### config.mk
export PLATFORM = sky130hd
export DESIGN_NAME = piso_serializer_flat
export DESIGN_NICKNAME = d
export VERILOG_FILES = /design/src/rtl/piso_serializer_if.sv /design/src/rtl/piso_serializer.sv /design/src/flat_wrapper.sv
export SDC_FILE = /design/constraint.sdc
export NUM_CORES = 1
export LEC_CHECK = 0
export CORE_MARGIN = 10
export CORE_UTILIZATION = 47
export DETAILED_ROUTE_END_ITERATION = 8
export GPL_ROUTABILITY_DRIVEN = 0
export PLACE_DENSITY = 0.84
export SLEW_MARGIN = 20
export SYNTH_ARGS = -nofsm -noshare
export SYNTH_HDL_FRONTEND = slang
export SYNTH_SLANG_ARGS = --single-unit
### constraint.sdc
create_clock -name clk -period 2.26 [get_ports clk]
set_clock_uncertainty 0.05 [all_clocks]
set_input_delay 0.226 -clock clk [delete_from_list [all_inputs] [get_ports clk]]
set_output_delay 0.226 -clock clk [all_outputs]
set_load 0.02 [all_outputs]
### src/rtl/piso_serializer_if.sv
// -----------------------------------------------------------------------------
// piso_serializer_if
//
// Purpose:
//   Bundles the load handshake and serial output of piso_serializer, so the
//   producer/consumer side and the serializer connect through one port.
//
// Parameters:
//   WIDTH        parallel word width in bits
//
// Signals:
//   par_in       parallel word offered by the producer
//   load_valid   producer offers par_in
//   load_ready   serializer can accept a word this cycle
//   shift_en     consumer takes the current serial bit this cycle
//   ser_out      current serial bit
//   ser_valid    ser_out holds a valid frame bit
//   busy         frame in progress (same as ser_valid)
//   done         one-cycle pulse after the final frame bit is consumed
//
// Modports:
//   master       producer / bit consumer side
//   slave        the serializer itself
// -----------------------------------------------------------------------------
interface piso_serializer_if #(
   parameter int WIDTH = 8
) ();

   logic [WIDTH-1:0] par_in;
   logic             load_valid;
   logic             load_ready;
   logic             shift_en;
   logic             ser_out;
   logic             ser_valid;
   logic             busy;
   logic             done;

   modport master (
      output par_in,
      output load_valid,
      output shift_en,
      input  load_ready,
      input  ser_out,
      input  ser_valid,
      input  busy,
      input  done
   );

   modport slave (
      input  par_in,
      input  load_valid,
      input  shift_en,
      output load_ready,
      output ser_out,
      output ser_valid,
      output busy,
      output done
   );

endinterface : piso_serializer_if

### src/rtl/piso_serializer.sv
// -----------------------------------------------------------------------------
// piso_serializer
//
// Purpose:
//   Parameterised parallel-in/serial-out shift register with a valid/ready
//   load handshake, a shift-enable stall, gap-free back-to-back frames and a
//   one-cycle end-of-frame pulse.
//
// Parameters:
//   WIDTH        data word width in bits (>= 2)
//   LSB_FIRST    0: MSB transmitted first, 1: LSB transmitted first
//
// Optional feature:
//   PISO_PARITY_EN  when defined, an even parity bit (XOR of the word) is sent
//                   after the data bits; the frame becomes WIDTH+1 bits.
//
// Ports:
//   clk          system clock, rising edge
//   rst_n        asynchronous active-low reset
//   bus          piso_serializer_if.slave: par_in, load_valid, shift_en in;
//                load_ready, ser_out, ser_valid, busy, done out
// -----------------------------------------------------------------------------
module piso_serializer #(
   parameter int WIDTH     = 8,
   parameter bit LSB_FIRST = 1'b0
) (
   input  logic                clk,
   input  logic                rst_n,
   piso_serializer_if.slave    bus
);

   localparam int               CNT_W    = $clog2(WIDTH + 1);
   localparam logic [CNT_W-1:0] LAST_CNT = CNT_W'(WIDTH - 1);

`ifdef PISO_PARITY_EN
   typedef enum logic [1:0] {
      S_IDLE   = 2'd0,
      S_SHIFT  = 2'd1,
      S_PARITY = 2'd2
   } state_e;
`else
   typedef enum logic {
      S_IDLE  = 1'b0,
      S_SHIFT = 1'b1
   } state_e;
`endif

   state_e           state_q, state_d;
   logic [WIDTH-1:0] shreg_q, shreg_d;
   logic [CNT_W-1:0] cnt_q,   cnt_d;
   logic             done_q,  done_d;
`ifdef PISO_PARITY_EN
   logic             parity_q, parity_d;
`endif

   logic             last_bit;
   logic             frame_end;
   logic             load_ready;
   logic             accept;
   logic [WIDTH-1:0] shreg_shifted;

   // Final data bit is on the line.
   assign last_bit = (state_q == S_SHIFT) && (cnt_q == LAST_CNT);

   // The final bit of the whole frame is consumed at the coming edge.
`ifdef PISO_PARITY_EN
   assign frame_end = (state_q == S_PARITY) && bus.shift_en;
`else
   assign frame_end = last_bit && bus.shift_en;
`endif

   // Gated by rst_n so the block never advertises readiness while held in
   // reset, and ready rises as soon as reset is released.
   assign load_ready = rst_n && ((state_q == S_IDLE) || frame_end);
   assign accept     = bus.load_valid && load_ready;

   // Shift toward the output end with zero fill.
   assign shreg_shifted = LSB_FIRST ? (shreg_q >> 1) : (shreg_q << 1);

   // ---------------------------------------------------------------------------
   // State and datapath registers
   // ---------------------------------------------------------------------------
   // NOTE: sequential state uses non-blocking assignments so every register
   // samples pre-edge values regardless of process evaluation order.
   always_ff @(posedge clk or negedge rst_n) begin
      if (!rst_n) begin
         state_q  <= S_IDLE;
         shreg_q  <= '0;
         cnt_q    <= '0;
         done_q   <= 1'b0;
`ifdef PISO_PARITY_EN
         parity_q <= 1'b0;
`endif
      end else begin
         state_q  <= state_d;
         shreg_q  <= shreg_d;
         cnt_q    <= cnt_d;
         done_q   <= done_d;
`ifdef PISO_PARITY_EN
         parity_q <= parity_d;
`endif
      end
   end

   // ---------------------------------------------------------------------------
   // Next-state logic
   // ---------------------------------------------------------------------------
   // NOTE: every signal gets a hold default before the case so no path leaves
   // it unassigned, which would otherwise infer a latch.
   always_comb begin
      state_d  = state_q;
      shreg_d  = shreg_q;
      cnt_d    = cnt_q;
      done_d   = frame_end;
`ifdef PISO_PARITY_EN
      parity_d = parity_q;
`endif

      unique case (state_q)
         S_IDLE: ;
         S_SHIFT: begin
            if (bus.shift_en) begin
               shreg_d = shreg_shifted;
               cnt_d   = cnt_q + 1'b1;
               if (last_bit) begin
                  cnt_d = '0;
`ifdef PISO_PARITY_EN
                  state_d = S_PARITY;
`else
                  state_d = S_IDLE;
`endif
               end
            end
         end
`ifdef PISO_PARITY_EN
         S_PARITY: begin
            if (bus.shift_en) state_d = S_IDLE;
         end
`endif
         default: state_d = S_IDLE;
      endcase

      // Accept is only possible in IDLE or as the frame finishes; either way
      // a fresh frame starts, which overrides the frame-end transition above.
      if (accept) begin
         shreg_d  = bus.par_in;
         cnt_d    = '0;
         state_d  = S_SHIFT;
`ifdef PISO_PARITY_EN
         parity_d = ^bus.par_in;
`endif
      end
   end

   // ---------------------------------------------------------------------------
   // Outputs: ser_out is taken straight from a register (or a register mux
   // selected by the state register), so it cannot glitch on input changes.
   // ---------------------------------------------------------------------------
   always_comb begin
      bus.load_ready = load_ready;
      bus.ser_valid  = (state_q != S_IDLE);
      bus.busy       = (state_q != S_IDLE);
      bus.done       = done_q;
      // Zero fill guarantees shreg is all-zero in IDLE, so ser_out reads 0.
      bus.ser_out    = LSB_FIRST ? shreg_q[0] : shreg_q[WIDTH-1];
`ifdef PISO_PARITY_EN
      if (state_q == S_PARITY) bus.ser_out = parity_q;
`endif
   end

endmodule : piso_serializer

### src/flat_wrapper.sv
// flat-port wrapper written by rule: the top's interface ports become plain ports
module piso_serializer_flat 
#(
   parameter int WIDTH     = 8,
   parameter bit LSB_FIRST = 1'b0
)
  (clk, rst_n, bus_par_in, bus_load_valid, bus_shift_en, bus_load_ready, bus_ser_out, bus_ser_valid, bus_busy, bus_done);
  piso_serializer_if #(.WIDTH(WIDTH)) bus_i ();
  input  logic clk;
  input  logic rst_n;
  input wire logic [$bits(bus_i.par_in)-1:0] bus_par_in;
  input wire logic [$bits(bus_i.load_valid)-1:0] bus_load_valid;
  input wire logic [$bits(bus_i.shift_en)-1:0] bus_shift_en;
  output wire logic [$bits(bus_i.load_ready)-1:0] bus_load_ready;
  output wire logic [$bits(bus_i.ser_out)-1:0] bus_ser_out;
  output wire logic [$bits(bus_i.ser_valid)-1:0] bus_ser_valid;
  output wire logic [$bits(bus_i.busy)-1:0] bus_busy;
  output wire logic [$bits(bus_i.done)-1:0] bus_done;
  assign bus_i.par_in = bus_par_in;
  assign bus_i.load_valid = bus_load_valid;
  assign bus_i.shift_en = bus_shift_en;
  assign bus_load_ready = bus_i.load_ready;
  assign bus_ser_out = bus_i.ser_out;
  assign bus_ser_valid = bus_i.ser_valid;
  assign bus_busy = bus_i.busy;
  assign bus_done = bus_i.done;
  piso_serializer #(.WIDTH(WIDTH), .LSB_FIRST(LSB_FIRST)) u_core (.clk(clk), .rst_n(rst_n), .bus(bus_i));
endmodule
# --- Word level (Yosys, flattened, before mapping) ---
# Index checks and enable logic that the tools add are counted.
word_totals:
  register_bits: 14
  latchBits: 0
  mem_bits_rw: 0
  mem_bits_ro: 0
  input_bits: 12
  out_inout_bits: 5
  mem_count: 0
classes:
  add_sub_neg: 1
  mul: 0
  div_mod_pow: 0
  magnitude_cmp: 0
  eq_ne: 1
  shift: 0
  n_mux: 11
  n_bitwise: 1
  n_reduce_logical: 8
op_table:
  columns: ["operator", "n"]
  rows:
  - ["$mux 8", 3]
  - ["$mux 4", 4]
  - ["$add 4x1->4 const B", 1]
  - ["$eq 4x3->1 const B", 1]
  - ["$logic_and 1x1->1", 4]
  - ["$mux 1", 4]
  - ["$reduce_bool 2->1", 2]
  - ["$reduce_and 2->1", 1]
  - ["$logic_or 1x1->1", 1]
  - ["$not 1->1", 1]

# --- Depth between registers and ports, before layout ---
# Gate-level depths: netlist (run 1).
depth:
  ltp_word: 8
  ltp_mapped: 5
  mapped_depth_nobuf: 4

# --- Worst setup path before layout (run 1) ---
# Ideal clock, no wire load.
synth_timing:
  path_type: "flip-flop to flip-flop"
  from: "register u_core.cnt_q[0]"
  to: "register u_core.shreg_q[1]"
  setup_time_ps: 125
  arrival_time_ps: 1424
  required_time_ps: 2085
  path_slack_ps: 661
  stages_incl_launch_ff: 5
  path_buffers: 0
  period_less_slack_ps: 1599
  cell_sequence: "dfrtp_1 -> ha_1 -> nand4b_1 -> a21oi_4 -> mux2_2"
synth_between:
  elab_chain_len: 8
synth_lines:
  columns: ["item", "line_no", "rtl"]
  rows:
  - ["start, declared", "piso_serializer.sv:50", "logic [CNT_W-1:0] cnt_q, cnt_d;"]
  - ["start signal, assigned", "piso_serializer.sv:97", "cnt_q <= cnt_d;"]
  - ["$eq 4x3->1 *", "piso_serializer.sv:63", "assign last_bit = (state_q == S_SHIFT) && (cnt_q == LAST_CNT);"]
  - ["$logic_and 1x1->1 *", "piso_serializer.sv:63", null]
  - ["$logic_and 1x1->1 *", "piso_serializer.sv:69", "assign frame_end = last_bit && bus.shift_en;"]
  - ["$logic_or 1x1->1 *", "piso_serializer.sv:74", "assign load_ready = rst_n && ((state_q == S_IDLE) || frame_end);"]
  - ["$logic_and 1x1->1 *", "piso_serializer.sv:74", null]
  - ["$logic_and 1x1->1 *", "piso_serializer.sv:75", "assign accept = bus.load_valid && load_ready;"]
  - ["$reduce_bool 2->1 (no source line)", null, null]
  - ["$reduce_and 2->1 (no source line)", null, null]
  - ["end signal, assigned", "piso_serializer.sv:96", "shreg_q <= shreg_d;"]
  - ["end, declared", "piso_serializer.sv:49", "logic [WIDTH-1:0] shreg_q, shreg_d;"]
# Mark *: on every way between the ends. The rest lies on a longest branch, timed or not.
# A chain may end at the register's enable or synchronous reset.

# --- Final worst setup path (run 1) ---
layout_timing:
  from: "register u_core.cnt_q[0]"
  to: "output bus_load_ready"
layout_between:
  elab_chain_len: 5
layout_lines:
  columns: ["item", "line_no", "rtl"]
  rows:
  - ["$eq 4x3->1", "piso_serializer.sv:63", null]
  - ["$logic_and 1x1->1", "piso_serializer.sv:63", null]
  - ["$logic_and 1x1->1", "piso_serializer.sv:69", null]
  - ["$logic_or 1x1->1", "piso_serializer.sv:74", null]
  - ["$logic_and 1x1->1", "piso_serializer.sv:74", null]
  - ["end, declared", "flat_wrapper.sv:14", "output wire logic [$bits(bus_i.load_ready)-1:0] bus_load_ready;"]
# Every way passes these cells.

==> flow_results.org, run 1 <==
** Yosys
- During synthesis, Yosys emitted a total of 0 warnings.
- The netlist uses 22 different library cells.
- The mapped netlist covers ~730 um2.
- Primary FF master, synth :: dfrtp_1
- Of the post-synthesis cell area, the dominant cell type holds 0.4828.
- Of all cell types, the one taking the most synthesized area is dfrtp_1.
- Counting every instance in the synthesized netlist gives 60.
- Synthesized flop and latch total :: 14
- Synthesized net count :: 73
- Largest cells by area after synthesis :: dfrtp_1, mux2_2, mux2_1, mux2i_1, nand2_1
- Each instance of the synthesized netlist takes up on average 12.09 um2.
- Number of enable-type register cells in the synthesized netlist :: 0
- The share of the Yosys chip area taken by registers is 0.4828.
- For this run, asynchronously set or reset flops after synthesis account for 1.000.

** Setup path
- Critical path peak fanout :: 5
- Launching instance or port of the critical path :: u_core.cnt_q[0]$_DFFE_PN0P_
- By startpoint and endpoint, the worst setup path is classified as reg2out.
- Data required time at the worst endpoint :: 1.98 ns
- The setup check on the worst reg-to-reg path leaves a slack of approximately 0.48 ns.
- The number of cells on the worst reg-to-reg path is 4.
- Type of destination of the critical path :: output pin
- R2R Path Start :: u_core.cnt_q[0]$_DFFE_PN0P_
- The endpoint identified for the worst register-to-register timing path is u_core.shreg_q[4]$_DFFE_PN0P_.
- STA classifies the critical path startpoint as a register.
- For the worst setup path, the data arrival time is 1.70 ns.
- Capture point of the critical path :: bus_load_ready

** Clocking
- Number of CTS-inserted buffers :: 3
- In this run the post-CTS setup repair buffer count came out at 0.
- Clock-pin slew was measured on the worst setup and hold paths at around 0.080 ns.
- Bufs on Longest Clock Path :: 2
- Clock tree root driver cell :: clkbuf_4
- TritonCTS Sinks :: 14
- Count of cells resized by post-cts repair :: 1
- H-tree lvl count :: 1
- For the worst-skew pair, the clock arrives at the later sink with an insertion delay of 0.27 ns.
- Clock tree from TritonCTS :: done
- CTS Hold Buffers Added :: 0

** Floorplan
- Placeable core area :: 1489 um2
- Core Rows :: 14
- Die Ht :: between 50 and 60 um
- Horizontal die dimension :: just under 60 um
- For this design the top-level I/O count stands at 17.
- The initial utilization of the core area, before any placement, comes to 0.4874.
- The die covers around 3500 um2.

** Final layout
- Fill cells in the final layout number 116.
- Final cell utilization of the core :: 0.6244
- Final Non-Filler Cells :: between 90 and 100
- Count of inserted antenna diode cells :: 0
- After the last flow step, the layout net total stands at between 90 and 100.
- Share of post-route cells with drive strength above 1 :: 0.2405
- In the layout the commonest cells are clkdlybuf4s50_1, dfrtp_1, mux2_2, nand2_1, mux2_1.
- The library cell used most frequently in the layout, excluding fill and tap cells, is clkdlybuf4s50_1.
- Area added between synthesis and finish :: 28.10%

** STA
- In this run the tightest slew margin relative to its limit is 0.7485.
- The number of pins exceeding their max-slew limit in the final report is 0.
- Setup TNS :: 0 ns
- Actual slew at the worst max-slew pin :: 0.3764 ns
- Final critical delay including setup and external delays :: 1.979 ns
- Derived from the worst setup path, the maximum achievable clock frequency is about 0.51 GHz.
- The hold violation count in the final report is 0.
- Setup repair after global routing left no endpoint under its margin.
- Of the available clock period, the critical path in the final layout requires 0.8756.
- Final setup violating endpoints :: 0

** Worst hold path
- Worst min path class :: in2async

** Global routing
- All-Layer GR Usage :: 0.08139
- After global routing the overflow that remains totals 0.
- The first global-routing pass estimated 2325 um of wire.
- Antenna violations before repair :: 0
- The number of global-route vias before repair came to 545.
- Entering global routing, the biggest net connects 15 pins.

** Routing
- Summed over all layers, the routed wires come to between 1000 and 1500 um.
- Across all layers, the routed design uses 518 vias.
- After detailed routing, the number of vias per cell comes to ~5.5.
- Drt first pass iters :: 4
- Post-route ant nets :: 0
- Drt first-iter violations :: 15
- Detailed-route DRC error count :: 0
- Dividing the detail-routed wire length by the instance count gives about 15 um.

** Pwr
- The design draws 0.9501 mW.
- Leakage :: 0.4393 nW
- VDD IR max :: approximately 640 uV
- Dividing total power by cell area gives a power density of around 1000 nW/um2.

** Flow run
- Max capacitance violation total :: 0

** Place
- Once detailed placement completed, the half-perimeter wirelength came to 1069 um.
- Once placement completed, the tool counted placed cells totaling ~90.
- Count of buffers inserted at the top-level ports :: 16

** Run status
- Result of the run :: completed
## through the flow
stage | hold slack (ns) | instance area [um2] | setup slack [ns]
after global routing | 0.3078 | 929.6 | 0.1489
after global placement | 0.4602 | 894.6 | 0.2518
after floorplan | -0.1196 | 725.7 | 0.6610
after CTS | 0.3032 | 929.6 | 0.2588
final | 0.2987 | 929.6 | 0.2812
after detailed placement | 0.5001 | 894.6 | 0.2393
## Yosys cell counts, types with 2 or more instances
cell type,count
mux2_1,5
mux2i_1,3
nor2b_1,2
dfrtp_1,14
nand3_1,2
a21oi_1,2
buf_4,2
mux2_2,9
nand2_1,8
## critical path: stages (launching register included)
cell and delay [ns]:
dfrtp_1 0.43, ha_1 0.26, nand4b_1 0.17, nand2_1 0.09, and2_1 0.17, dlygate4sd2_1 0.31
## layout make-up
class | instances | area, um2 | share of cell area
inverter | 1 | 3.754 | 0.004038
timing repair buffer | 18 | 173.9 | 0.1871
clock buffer | 4 | 36.28 | 0.03903
sequential | 14 | 350.3 | 0.3769
tap | 16 | 20.02 | 0.02153
multi-input combinational | 42 | 345.3 | 0.3715
## sequential cells by signal (all words and copies together), names as in the netlist
| signal | cells |
|---|---|
| u_core.bus.done | 1 |
| u_core.bus.busy | 1 |
| u_core.cnt_q | 4 |
| u_core.shreg_q | 8 |
## how the worst min path moves through the flow
stage                             startpoint                       endpoint  slack, ns  depth (start not counted)
6_report                               rst_n      u_core.bus.done$_DFF_PN0_       0.30                          2
5_1_grt                                rst_n  u_core.shreg_q[2]$_DFFE_PN0P_       0.31                          2
4_1_cts                                rst_n      u_core.bus.done$_DFF_PN0_       0.30                          2
3_5_place_dp   u_core.shreg_q[0]$_DFFE_PN0P_  u_core.shreg_q[0]$_DFFE_PN0P_       0.50                          2
3_3_place_gp   u_core.shreg_q[0]$_DFFE_PN0P_  u_core.shreg_q[0]$_DFFE_PN0P_       0.46                          2
2_1_floorplan                          rst_n      u_core.bus.busy$_DFF_PN0_      -0.12                          0
## layer usage
layer | vias up | GRT usage | routed length (um)
met5 | - | 0 | 0
met4 | 0 | 0.01967 | 10
met3 | 2 | 0.03433 | 112
met2 | 13 | 0.1412 | 703
met1 | 257 | 0.08842 | 558
li1 | 246 | - | -
## report_power, final
part           switching [mW]  leakage (nW)  internal, mW  total (mW)
clock                  0.0789        0.0210        0.0978       0.177
sequential             0.0758         0.181         0.341       0.416
combinational           0.155         0.237         0.202       0.357
total                   0.310         0.439         0.640       0.950
## logic make-up after synthesis
family,synth area share
AOI/OAI and AO/OA,0.05517
and+or+nand+nor,0.1328
buffers and inverters,0.04137
DFF,0.4828
xor gates and xnor gates,0.01207
adders and majority gates,0.01724
muxes,0.2586
No activity file was read; power rests on OpenSTA's default activity.
==> inputs of run 2 (changes only) <==
GPL_TIMING_DRIVEN = 0   (was not set)
==> run 2 against run 1 <==
Effect of this change:
- critical endpoint is now u_core.shreg_q[2]$_DFFE_PN0P_
- flip-flop and latch count unchanged
- via count decreased by 6.8%
- sequential share of layout area increased by 0.10 points
- die area unchanged
- critical path type is now in2reg
- power decreased by 2.2%
- clock-buffer cell count decreased by 1
- global-route usage decreased by 0.057 points
- first-iteration DRC count decreased by 47%
- cell count unchanged
- worst setup slack got worse by 0.072 ns
- critical path depth decreased by 1
==> flow_results.org, run 2 (synthesized netlist as in run 1, its figures left out) <==
** Run status
- Result of the run :: completed

** Clocking
- Number of CTS-inserted buffers :: 3
- At the later pin of the worst-skew pair, clock insertion delay measures between 0.2 and 0.3 ns.
- TritonCTS Sinks :: 14
- Clock-pin slew was measured on the worst setup and hold paths at around 0.08 ns.
- Bufs on Longest Clock Path :: 2
- TritonCTS built the clock tree.
- Setup Fix Bufs, Post-CTS :: 0
- H-tree lvl count :: 1
- The cell sitting at the root of the clock tree is a clkbuf_4.

** Pwr
- The design draws a little over 0.9 mW.
- IR analysis of the VDD net gives a maximum drop of between 600 and 700 uV.
- For this design the ratio of total power to cell area is 1003 nW/um2.
- Leakage :: 0.4370 nW

** Floorplan
- The total area inside the core boundary comes to ~1500 um2.
- I/O pins :: 17
- The die is 59.30 um tall.
- In this run the horizontal extent of the chip is between 50 and 60 um.
- Starting density of the core :: 0.4874
- Die footprint :: approximately 3500 um2
- The initialized floorplan defines 14 standard-cell rows.

** Setup path
- Endpoint arrival time on the critical path :: between 2 and 2.5 ns
- Biggest cell delay along the critical path :: ~0.9 ns
- STA classifies the critical path endpoint as a register.
- Grouping stages by cell kind, the critical path spends the most delay in buffers and inverters.
- The worst setup path is launched from a primary input.
- Walking the worst path, the cells encountered are clkdlybuf4s50_1 > nand2_1 > a21oi_4 > mux2_2.
- Number of buffer and inverter instances along the worst setup path :: 1
- For the worst setup path, the data required time is ~2.4 ns.
- Crit-path slowest cell :: clkdlybuf4s50_1
- Type of the setup path with the least slack :: in2reg
- Critical path peak fanout :: 16

** STA
- Worst slack on hold paths :: 0.2968 ns
- Final Cycle Share :: 0.9074
- Max-slew headroom :: 0.5506
- Based on the critical path, the design can be clocked at up to 0.4876 GHz.
- The hold violation count in the final report is 0.
- Setup violations remaining at the end of the flow were counted as 0.
- After layout, the minimum clock period comes to 2.051 ns.
- Final Max Tran Viols :: 0
- At the pin with the least slew margin, the transition time is between 0.6 and 0.7 ns.
- Setup repair after global routing missed its margin :: no

** Routing
- The first routing iteration left 8 violations.
- Number of vias in the routed layout :: between 400 and 500
- Summed over all nets, wire length on met2 after detailed routing comes to roughly 630 um.
- After detailed routing, the number of vias per cell comes to 5.084.
- Detailed-route DRC error count :: 0
- WL per Instance :: about 14 um
- In the detailed route, the total length drawn on met3 is 89 um.
- For this block, the routed nets add up to ~1300 um of wire.
- Post-route ant nets :: 0
- Met1 layer wirelength in the final routing :: around 550 um
- Top Metal Used :: met4
- Drt first pass iters :: 4

** Final layout
- 0 antenna diodes ended up in the layout.
- Total Nets Final :: 94
- Final cell utilization of the core :: 0.6227
- Register with the most flip-flops :: u_core.shreg_q
- Flip-flop count of the largest register after layout :: 8
- Post-route design area :: 927.1 um2
- Commonest cells after routing, fill and taps aside :: clkdlybuf4s50_1, dfrtp_1, mux2_2, nand2_1, mux2_1
- The library cell used most frequently in the layout, excluding fill and tap cells, is clkdlybuf4s50_1.
- Share of post-route cells with drive strength above 1 :: 0.2405
- Area added between synthesis and finish :: 27.76%
- Final Non-Filler Cells :: 95
- Leading registers by flop count :: u_core.shreg_q x8, u_core.cnt_q x4

** Place
- Once placement finished, the instance area stood at roughly 910 um2.
- The number of placed instances, taps included, is 92.
- Detailed Place HPWL :: slightly above 1000 um
- Count of buffers inserted at the top-level ports :: 16

** Global routing
- The number of antenna violations at the first check in global routing was 0.
- Number of global-route vias before repair :: 524
- Across every metal layer, demand over resource in global routing totals 0.08081.
- Largest net degree at the start of global routing :: 17
- The first global-routing pass estimated 2214 um of wire.
- Overflow after GRT :: 0

** Flow run
- The tool flagged a number of max-cap violations equal to 0.

** Worst hold path
- The path class of the tightest hold or removal check is in2async.
==> run 2: cell types whose count changed in the layout (fill, tap and decap cells not counted) <==
| cell | previous run | this run |
|---|---|---|
| buf_6 | 0 | 1 |
| clkbuf_8 | 1 | 0 |
==> run 2: through the flow <==
stage | setup TNS, ns | setup slack [ns]
final | 0 | 0.2092
after global routing | 0 | 0.03480
after CTS | 0 | 0.1590
after detailed placement | -0.9917 | -0.1414
after global placement | -0.8597 | -0.1236
after floorplan | 0 | 0.6610
==> run 2: cell type report <==
cell class                      instances  area (um2)
Timing Repair Buffer                   16       158.9
Multi-Input combinational cell         42       345.3
Fill cell                             127       561.8
Inverter                                1       3.754
Buffer                                  3       26.28
Sequential cell                        14       350.3
Clock buffer                            3       22.52
Tap cell                               16       20.02
==> run 2: power breakdown <==
group	leakage (nW)	internal (mW)	switching [mW]	total, mW
logic	0.242	0.218	0.166	0.384
clock network	0.0138	0.0619	0.0807	0.143
registers	0.181	0.341	0.0627	0.403
total	0.437	0.620	0.309	0.930
==> run 2: final timing paths <==
check	startpoint	endpoint	slack, ns	cells after the start
hold reg to reg	u_core.shreg_q[0]$_DFFE_PN0P_	u_core.shreg_q[0]$_DFFE_PN0P_	0.49	2
max in group asynchronous	rst_n	u_core.shreg_q[1]$_DFFE_PN0P_	1.44	1
min in group clk	bus_par_in[0]	u_core.shreg_q[0]$_DFFE_PN0P_	0.44	3
setup / recovery	rst_n	u_core.shreg_q[2]$_DFFE_PN0P_	0.21	4
setup reg to reg	u_core.cnt_q[0]$_DFFE_PN0P_	u_core.shreg_q[2]$_DFFE_PN0P_	0.45	4
hold / removal	rst_n	u_core.shreg_q[4]$_DFFE_PN0P_	0.30	1
==> run 2: routing by layer <==
metal | vias up | track usage
met4 | 0 | 0.03934
met5 | - | 0
met2 | 13 | 0.1278
li1 | 247 | -
met1 | 221 | 0.08922
met3 | 2 | 0.03648
==> run 2: repair_timing <==
| item | CTS | global route |
|---|---|---|
| hold buffers | 0 | 0 |
| setup endpoints to repair | 1 | 0 |
| gates resized for setup | 1 | 0 |
==> inputs of run 3 (changes only) <==
CORE_UTILIZATION = 42   (was 47)
PLACE_DENSITY = 0.8   (was 0.84)
clock period = 1.8 ns   (was 2.26 ns; I/O delays follow)
==> run 3 against run 2 <==
Effect of this change:
- cell area grew 5.1%
- die area grew 7.8%
- first-iteration DRC count shrank 75%
- flip-flop and latch count is the same
- wire length grew 1.1%
- clock-buffer cell count grew 1
- register-to-register slack lost 0.33 ns
- sequential power grew 28%
- power grew 37%
- worst setup slack lost 0.11 ns
- clock power grew 59%
- via count grew 5.6%
- critical path type is now reg2out
==> flow_results.org, run 3 (synthesized netlist as in run 1, its figures left out) <==
** Clocking
- CTS built an H-tree with a depth of 1.
- In this run, CTS created clock tree buffers numbering 3.
- Clock tree root driver cell :: clkbuf_4
- Later-pin clock latency in the skew report :: approximately 0.28 ns
- Reg clk slew, reported paths :: 0.09 ns
- The tree built by TritonCTS fans out to 14 sinks.
- Bufs on Longest Clock Path :: 2
- Clock tree from TritonCTS :: done

** Floorplan
- In this run the standard cell core region covers 1577 um2.
- Core Rows :: 14
- Die Ht :: between 60 and 70 um
- For this configuration, the core starts out at a cell density of 0.4603.
- Die footprint :: approximately 3800 um2
- For this design the top-level I/O count stands at 17.
- Horizontal die dimension :: between 60 and 70 um

** Pwr
- PD cells :: approximately 1300 nW/um2
- The worst-case IR drop observed on VDD is 623.6 uV.
- Leakage :: around 0.46 nW
- Overall power consumption after layout is estimated at ~1.3 mW.

** Final layout
- Post-route design area :: a little under 1000 um2
- Fill cells in the final layout number 130.
- The register with the most flip-flops in the layout has 8 of them.
- Leaving out fill and tap cells, the most frequent cell in the layout is clkdlybuf4s50_1.
- Register with the most flip-flops :: u_core.shreg_q
- Leading registers by flop count :: u_core.shreg_q x8, u_core.cnt_q x4
- The top cell types in the final layout, fill and taps aside, are clkdlybuf4s50_1, dfrtp_1, mux2_2, nand2_1, mux2_1.
- Of the cells placed in the final design, the portion with a size suffix greater than 1 is 0.3012.
- Total Nets Final :: a little under 100
- Area added between synthesis and finish :: 34.31%
- Count of inserted antenna diode cells :: 0

** Setup path
- The critical path is of the reg2out type.
- Along the worst path, the maximum fanout reaches 4.
- Walking the worst path, the cells encountered are ha_4 > nand4b_1 > nand2_1 > and2_1 > buf_2.
- The slowest stage of the critical path is the dfrtp_2 cell.
- STA classifies the critical path startpoint as a register.
- STA puts the critical path data required time at 1.57 ns.
- Endpoint arrival time on the critical path :: about 1.5 ns
- Type of destination of the critical path :: output pin
- The largest single stage delay on the critical path is 0.45 ns.
- Top Family by Delay on Critical Path :: flip-flops
- Number of buffer and inverter instances along the worst setup path :: 1

** STA
- The clock period could shrink to about 1.7 ns.
- Fin. Hold Viols :: 0
- Setup violations remaining at the end of the flow were counted as 0.
- Final Max Tran Viols :: 0
- Setup repair after global routing missed its margin :: no
- Maximum achievable frequency :: roughly 0.59 GHz
- Max-slew headroom :: 0.5789
- Actual slew at the worst max-slew pin :: 0.6296 ns
- Final Cycle Share :: 0.9435

** Routing
- For this block, the routed nets add up to about 1300 um of wire.
- Post-route ant nets :: 0
- Summing over every cut layer, the via total after detailed routing is slightly above 500.
- Before antenna repair, the detailed router went through 4 iterations.
- Drt first-iter violations :: 2
- WL per Instance :: 13.15 um
- Number of vias per cell after detailed routing :: slightly above 5
- Detailed-route DRC error count :: 0

** Global routing
- Summed over all layers, the global routing overflow is 0.
- Largest net degree at the start of global routing :: 15
- Global-route wire length before repair :: between 2000 and 2500 um
- Antenna violations before repair :: 0
- The number of global-route vias before repair came to 500.
- All-Layer GR Usage :: 0.07134

** Run status
- Result of the run :: completed

** Place
- The HPWL after detailed placement is 917.2 um.
- Summing all placed instances gives a cell area of about 910 um2.
- Count of buffers inserted at the top-level ports :: 16

** Worst hold path
- Worst min path class :: in2reg

** Flow run
- The tool flagged a number of max-cap violations equal to 0.
## run 3: timing repair
| action | CTS | global route |
|---|---|---|
| resized for setup | 5 | 3 |
| hold buffers | 1 | 0 |
| endpoints found under the setup margin | 9 | 8 |
| setup buffers | 0 | 2 |
| pin swaps | 0 | 2 |
| endpoints found under the hold margin | 14 | 0 |
## run 3: through the flow
step | TNS (ns) | hold slack (ns) | instances | utilization | worst slack, ns
after CTS | -0.04948 | 0.3415 | 97 | 0.6056 | -0.04948
after global placement | -5.094 | 0.4610 | 92 | 0.5746 | -0.5549
final | 0 | 0.3381 | 99 | 0.6183 | 0.1018
after floorplan | 0 | -0.1656 | 60 | - | 0.2010
after detailed placement | -5.241 | 0.4707 | 92 | 0.5746 | -0.5650
after global routing | 0 | 0.4046 | 99 | 0.6183 | 0.03356
## run 3: final timing paths
check | end | depth (start not counted) | startpoint | slack [ns]
worst max-delay path | bus_load_ready | 5 | u_core.cnt_q[0]$_DFFE_PN0P_ | 0.10
worst min register to register | u_core.shreg_q[0]$_DFFE_PN0P_ | 2 | u_core.shreg_q[0]$_DFFE_PN0P_ | 0.49
min in group asynchronous | u_core.bus.busy$_DFF_PN0_ | 2 | rst_n | 0.56
worst max register to register | u_core.shreg_q[5]$_DFFE_PN0P_ | 4 | u_core.cnt_q[0]$_DFFE_PN0P_ | 0.12
max in group asynchronous | u_core.cnt_q[0]$_DFFE_PN0P_ | 2 | rst_n | 0.70
worst min-delay path | u_core.bus.busy$_DFF_PN0_ | 3 | rst_n | 0.34
## run 3: area by class of cell
cell class                      count  area, um2  area share
Multi-Input combinational cell     42      357.8      0.3671
Clock buffer                        4      36.28     0.03723
Inverter                            1      3.754    0.003851
Buffer                              3      26.28     0.02696
Timing Repair Buffer               19      178.9      0.1836
Sequential cell                    14      351.6      0.3607
Tap cell                           16      20.02     0.02054
## run 3: routing by layer
layer  part of all wire  track usage  vias up  routed length (um)
met5                  0            0        -                   0
met4              0.012      0.02866        0                  16
met3              0.084      0.04115        5                 110
met2               0.46       0.1113       18                 603
met1               0.44      0.07820      234                 572
li1                   -            -      253                   -
## run 3: report_power, final
part / leakage [nW] / switching, mW / internal, mW
clock network: 0.0210 / 0.104 / 0.123
registers: 0.180 / 0.0847 / 0.430
logic: 0.255 / 0.218 / 0.316
total: 0.456 / 0.406 / 0.869
## run 3: worst register-to-register path, delay by kind of cell, from the launching register on
kind,cells,cell delay [ns]
fa+ha+maj,1,0.16
mux,1,0.38
flops,1,0.42
simple gates,1,0.17
compound gates,1,0.39
